**src/rtl/conv_window_buf.sv**
```systemverilog
// conv_window_buf: sliding KxK window generator over a raster-order pixel stream.
// Windows are emitted over the valid region only (no padding) at a configurable
// stride. Both sides use a valid/ready handshake, and storage advances only when
// a pixel is accepted.
module conv_window_buf #(
  parameter int DATA_W = 8,
  parameter int IMG_W  = 28,
  parameter int IMG_H  = 28,
  parameter int K      = 3,
  parameter int STRIDE = 1
) (
  input  logic                  clk,
  input  logic                  rst,
  input  logic [DATA_W-1:0]     in_data,
  input  logic                  in_valid,
  output logic                  in_ready,
  output logic [K*K*DATA_W-1:0] out_window,
  output logic                  out_valid,
  input  logic                  out_ready,
  output logic                  out_last
);

  localparam int COL_W  = $clog2(IMG_W);
  localparam int ROW_W  = $clog2(IMG_H);
  localparam int PH_W   = (STRIDE > 1) ? $clog2(STRIDE) : 1;
  localparam int LAST_R = K - 1 + ((IMG_H - K) / STRIDE) * STRIDE;
  localparam int LAST_C = K - 1 + ((IMG_W - K) / STRIDE) * STRIDE;

  localparam logic [COL_W-1:0] COL_MAX   = COL_W'(IMG_W - 1);
  localparam logic [ROW_W-1:0] ROW_MAX   = ROW_W'(IMG_H - 1);
  localparam logic [COL_W-1:0] COL_FIRST = COL_W'(K - 1);
  localparam logic [ROW_W-1:0] ROW_FIRST = ROW_W'(K - 1);
  localparam logic [COL_W-1:0] COL_LAST  = COL_W'(LAST_C);
  localparam logic [ROW_W-1:0] ROW_LAST  = ROW_W'(LAST_R);
  localparam logic [PH_W-1:0]  PH_MAX    = PH_W'(STRIDE - 1);

  logic [COL_W-1:0]  col;
  logic [ROW_W-1:0]  row;
  // Stride phase of the current column/row within the valid region; 0 = aligned.
  logic [PH_W-1:0]   col_ph;
  logic [PH_W-1:0]   row_ph;

  // line_buf[0] holds the oldest row (row-(K-1)), line_buf[K-2] the previous row.
  logic [DATA_W-1:0] line_buf [K-1][IMG_W];
  logic [DATA_W-1:0] win      [K][K];
  logic [DATA_W-1:0] col_vec  [K];

  logic accept;
  logic emit;
  logic is_last;
  logic col_wrap;

  // NOTE: in_ready depends combinationally on out_ready so a consumed window frees
  // the pipeline in the same cycle; the downstream must not loop out_ready on in_ready.
  assign in_ready = !out_valid || out_ready;
  assign accept   = in_valid && in_ready;
  assign col_wrap = (col == COL_MAX);
  assign is_last  = (row == ROW_LAST) && (col == COL_LAST);
  assign emit     = (row >= ROW_FIRST) && (col >= COL_FIRST) &&
                    (row_ph == '0) && (col_ph == '0);

  // Vertical slice entering the window: buffered rows on top, the new pixel at the bottom.
  always_comb begin
    for (int r = 0; r < K; r++) col_vec[r] = '0;
    for (int r = 0; r < K - 1; r++) col_vec[r] = line_buf[r][col];
    col_vec[K-1] = in_data;
  end

  // Raster position and stride phase of the pixel being accepted.
  always_ff @(posedge clk) begin
    if (rst) begin
      col    <= '0;
      row    <= '0;
      col_ph <= '0;
      row_ph <= '0;
    end else if (accept) begin
      if (col_wrap) begin
        col    <= '0;
        col_ph <= '0;
        if (row == ROW_MAX) begin
          row    <= '0;
          row_ph <= '0;
        end else begin
          row <= row + 1'b1;
          if (row >= ROW_FIRST) row_ph <= (row_ph == PH_MAX) ? '0 : row_ph + 1'b1;
        end
      end else begin
        col <= col + 1'b1;
        if (col >= COL_FIRST) col_ph <= (col_ph == PH_MAX) ? '0 : col_ph + 1'b1;
      end
    end
  end

  // Line buffers: each column entry shifts up one row on accept.
  // NOTE: no reset on the RAM; every entry is rewritten before it can reach an
  // emitted window, and leaving it out lets the array map onto plain memory.
  always_ff @(posedge clk) begin
    if (accept) begin
      for (int j = 0; j < K - 1; j++) line_buf[j][col] <= col_vec[j+1];
    end
  end

  // Window shift register: columns move left, the new slice enters at c = K-1.
  always_ff @(posedge clk) begin
    if (rst) begin
      for (int r = 0; r < K; r++)
        for (int c = 0; c < K; c++) win[r][c] <= '0;
    end else if (accept) begin
      for (int r = 0; r < K; r++) begin
        for (int c = 0; c < K - 1; c++) win[r][c] <= win[r][c+1];
        win[r][K-1] <= col_vec[r];
      end
    end
  end

  // Output qualifiers: load on accept, clear when consumed, hold while stalled.
  always_ff @(posedge clk) begin
    if (rst) begin
      out_valid <= 1'b0;
      out_last  <= 1'b0;
    end else if (accept) begin
      out_valid <= emit;
      out_last  <= emit && is_last;
    end else if (out_ready) begin
      out_valid <= 1'b0;
      out_last  <= 1'b0;
    end
  end

  // Flatten the window: slot r*K+c at bits [(r*K+c)*DATA_W +: DATA_W].
  always_comb begin
    out_window = '0;
    for (int r = 0; r < K; r++)
      for (int c = 0; c < K; c++)
        out_window[(r*K+c)*DATA_W +: DATA_W] = win[r][c];
  end

endmodule
```
**config.mk**
```make
export PLATFORM = sky130hd
export DESIGN_NAME = conv_window_buf
export DESIGN_NICKNAME = d
export VERILOG_FILES = /design/src/rtl/conv_window_buf.sv
export SDC_FILE = /design/constraint.sdc
export NUM_CORES = 1
export LEC_CHECK = 0
export CAP_MARGIN = 10
export CORE_MARGIN = 2
export CORE_UTILIZATION = 54
export CTS_CLUSTER_DIAMETER = 80
export DETAILED_ROUTE_END_ITERATION = 7
export PLACE_DENSITY_LB_ADDON = 0.05
export REMOVE_ABC_BUFFERS = 1
export SYNTH_ARGS = -nofsm -noshare
export SYNTH_HDL_FRONTEND = slang
export SYNTH_SLANG_ARGS = --single-unit
export TNS_END_PERCENT = 30
```
**constraint.sdc**
```tcl
create_clock -name clk -period 3 [get_ports clk]
set_input_delay 0.3 -clock clk [delete_from_list [all_inputs] [get_ports clk]]
set_output_delay 0.3 -clock clk [all_outputs]
set_load 0.005 [all_outputs]
```
# Word-level counts from Yosys, hierarchy flattened
# Memories as Yosys holds them, arrays and structs flattened.
# Index checks and enable logic that the tools add are counted.
# totals
mem_bits_rw,520
wordCells,79
memories,2
output_inout_bits,75
input_bits,12
reg_bits,14
# mem_list
name,words,word_bits,rd,rd_clocked_by_memory_dff,wr,line,source
line_buf,2,224,2,0,2,44,logic [DATA_W-1:0] line_buf [K-1][IMG_W];
win,3,24,3,0,3,45,logic [DATA_W-1:0] win [K][K];
# classes
n_lt_le_gt_ge,4
n_reduce_logical,15
n_bitwise,12
n_addsub,4
eq_ne,2
n_mux,34
# op_table
operator,count
224-bit two-way mux,1
8-bit two-way mux,14
8-bit binary-select mux with 5-bit select,2
8-bit demux with 5-bit select,1
1-bit two-way mux,14
"5-bit by 1-bit adder with 5-bit output, second input constant",2
"5-bit equality test, second input constant",2
"5-bit by 2-bit >= comparator with 1-bit output, second input constant",2
5-bit two-way mux,2
1-bit bitwise OR,9
1-bit logical AND,7
"6-bit >= comparator, second input constant",1
"6-bit by 1-bit < comparator with 1-bit output, second input constant",1
5-bit inverter with 6-bit output,1
2-bit nonzero test,3
2-bit AND reduction,2
3-bit AND reduction,1
"1-bit adder, second input constant",2
1-bit inverter,2
1-bit zero test,1
1-bit logical OR,1

# Longest topological paths before layout
# logic_depth
depth_word,7
mapped_depth,8
depth_no_buf,6

# Least setup slack after synthesis
# OpenSTA, ideal clock, no wires.
# synth_timing
path_type,flip-flop to flip-flop
startpoint,register col[1]
endpoint,memory line_buf[0][312] (netlist name) (enable)
period_less_slack_ps,2876
n_path_buf,4
setup_slack_ps,124
setup_ps,409
path_stages_with_launch,9
t_arrival_ps,2466
required_ps,2591
cell_sequence,dfxtp_1 buf_4 buf_4 buf_6 buf_4 inv_1 ha_1 nand2_1 nor3_1
# synth_lines
element,line,source
"start, declared",37,logic [COL_W-1:0] col;
"start signal, assigned",88,col <= col + 1'b1;
"end, declared",44,

==> impl_metrics.ini <==
[route]
wirelength_um = 47700
wl_met3_um = 3520
wl_met2_um = 23000
antenna_left = 0
drc = 0
highest_layer = met4
drtPass1Iterations = 8
vias = 10900
vias_per_cell = 5.89
drt_first_iter_violations = 975
met1_length_um = 20200
routedWlPerCell_um = 25.8

[sta]
rsz0062_at_grt = false
maxSlewHeadroom_pct = 35.1
hold_viol_final = 0
finalSetupTns_ps = 0
finalCritPeriodShare_pct = 90.8
clock_skew_ps = 21.6
period_needed_ps = 2720
setup_viol = 0
fmax_mhz = 367
worstMarginPinSlew_ps = 970
slew_viol_final = 0
timing.hold.ws_ps = 421

[flow_run]
cap_violations = 0

[logic_synthesis]
synth_cells = 1112
synth-edff-count = 520
synth_flop_cell = edfxtp_1
yosys_warnings = 0
yosysUniqueCellTypes = 56
ys_ff_latch = 532
syn_area_um2 = 20800
syn_area_per_cell_um2 = 18.7
async_flop_share_pct = 0
synth-seq-area-share_pct = 76.3

[floorplan]
die_x_um = 200
dieArea_um2 = 40100
start_util_pct = 55.0
die_y_um = 200
fp.coreArea_um2 = 37800
fp-row-count = 71
ioPinCount = 87

[clock_tree]
cts_resized = 0
tritoncts = done
cts_buffers = 54
clk_pin_slew_ps = 60
h-tree-depth = 2
root_buffer = clkbuf_16
cts_setup_buffers = 0
cts_hold_buf = 0
clk_latency_ps = 600
cts.sinks = 532
ctsLongestPathBuffers = 3

[global_route]
grt_pass1_vias = 10800
track_usage_pct = 24.1
grt_max_degree = 73
antenna_found_initial = 2
grt-ovfl-total = 0
grt_pass1_wl_um = 70900

[power]
power_leakage_nw = 7.89
powerDensity_nw_per_um2 = 636
comb_power_share_pct = 6.3
pwr-share-clk_pct = 39.6
p_sw_mw = 3.31
worst_ir_drop_vdd_v = 0.000505
p_int_mw = 12.2
netSwitchingFraction_pct = 21.3
seqPwrFrac_pct = 54.1

[finish]
nNetsFinal = 1311
final.fill_count = 2650
layout.cells.most_common_list = edfxtp_1, mux2i_1, buf_4
drive_gt1_share_pct = 18.6
layout-area-overhead-vs-synth_pct = 17.5
layout_commonest_cell = edfxtp_1

[critical_path]
cp.required_ps = 3310
regToRegStartpoint = col[1]
crit_type = reg -> reg
crit_fanout = 47
arrival_ps = 3030
critPathCaptureType = register
critPathLaunchType = register
startpoint = col[1]

[outcome]
status = finished clean

[worst_hold_path]
hp-class = in -> reg
holdCritStartpoint = out_ready

[placement]
gp_congestion = 0.833
hpwl_um = 30500
portBuffers = 86
==> power by group through the flow <==
stage | Sequential (mW) | Clock (mW) | Combinational [mW]
6_report | 8.41 | 6.15 | 0.976
4_1_cts | 8.41 | 6.27 | 0.984
5_1_grt | 8.42 | 6.58 | 1.04
3_5_place_dp | 8.56 | 0 | 0.981
3_3_place_gp | 8.56 | 0 | 0.971
2_1_floorplan | 8.63 | 0 | 0.450
==> through the flow <==
step	std cells	util (%)	cell area, um2	power, mW	setup WS (ps)
finish	1847	64.7	24400	15.5	276
global route	1846	64.7	24400	16.0	70.4
CTS	1846	64.7	24400	15.7	229
detailed placement	1748	60.4	22800	9.55	246
global placement	1748	60.4	22800	9.53	147
floorplan	1052	-	20400	9.08	-4810
==> critical path, cell delays in order, from the launching register on <==
cell and delay (ps):
dfxtp_4 500, buf_12 330, buf_12 330, mux2i_1 120
a22oi_1 240, nand3_1 300, a31oi_1 540
==> flip-flops by register name, summed over array words and instances (netlist names) <==
register   count
line_buf     448
win           72
col            5
row            5
out_last       1
out_valid      1
==> path summary, 6_finish.rpt <==
path,endpoint,slack (ps),cells past startpoint
worst max-delay path,win[0][27],280,6
worst min-delay path,out_last,420,4
worst max register to register,win[0][27],280,6
worst min register to register,row[0],510,2
==> synthesized netlist by cell type (14+ instances only) <==
| master | number | area (um2) |
|---|---|---|
| a21oi_1 | 17 | 85.1 |
| and2_1 | 63 | 394 |
| edfxtp_1 | 520 | 15600 |
| buf_4 | 14 | 105 |
| mux4_2 | 56 | 1260 |
| nand3_1 | 25 | 125 |
| mux2i_1 | 110 | 1100 |
| clkbuf_1 | 20 | 75.1 |
| nor2_1 | 36 | 135 |
| a31oi_1 | 19 | 119 |
| nand2_1 | 29 | 109 |
| a22oi_1 | 41 | 308 |
==> cells by family (layout without fill, tap and decap cells) <==
group / Yosys count / in the layout / synth area share (%)
AO/OA/AOI/OAI: 119 / 119 / 4.07
other: 0 / 1 / 0
multiplexers: 171 / 171 / 11.6
buffers and inverters: 70 / 293 / 2.01
XOR/XNOR: 1 / 1 / 0.0422
flip-flops: 532 / 532 / 76.3
AND/OR/NAND/NOR: 213 / 213 / 5.56
adder cells (fa/ha/maj): 6 / 6 / 0.361
==> metal layers <==
layer | vias up | track usage [%]
li1 | 4807 | -
met1 | 5564 | 34.6
met2 | 427 | 38.3
met3 | 72 | 4.20
met4 | 0 | 7.12
met5 | - | 0
==> area by class of cell <==
cell class,count,area (um2),share of cell area [%]
sequential,532,15900,65.0
multi-input combinational,510,4540,18.6
timing repair buffer,185,1730,7.08
clock buffer,64,1390,5.69
tap,511,639,2.62
clock inverter,34,224,0.917
inverter,10,37.5,0.154
antenna,1,2.50,0.0102
Note: power is estimated with default switching activity, not from simulation.
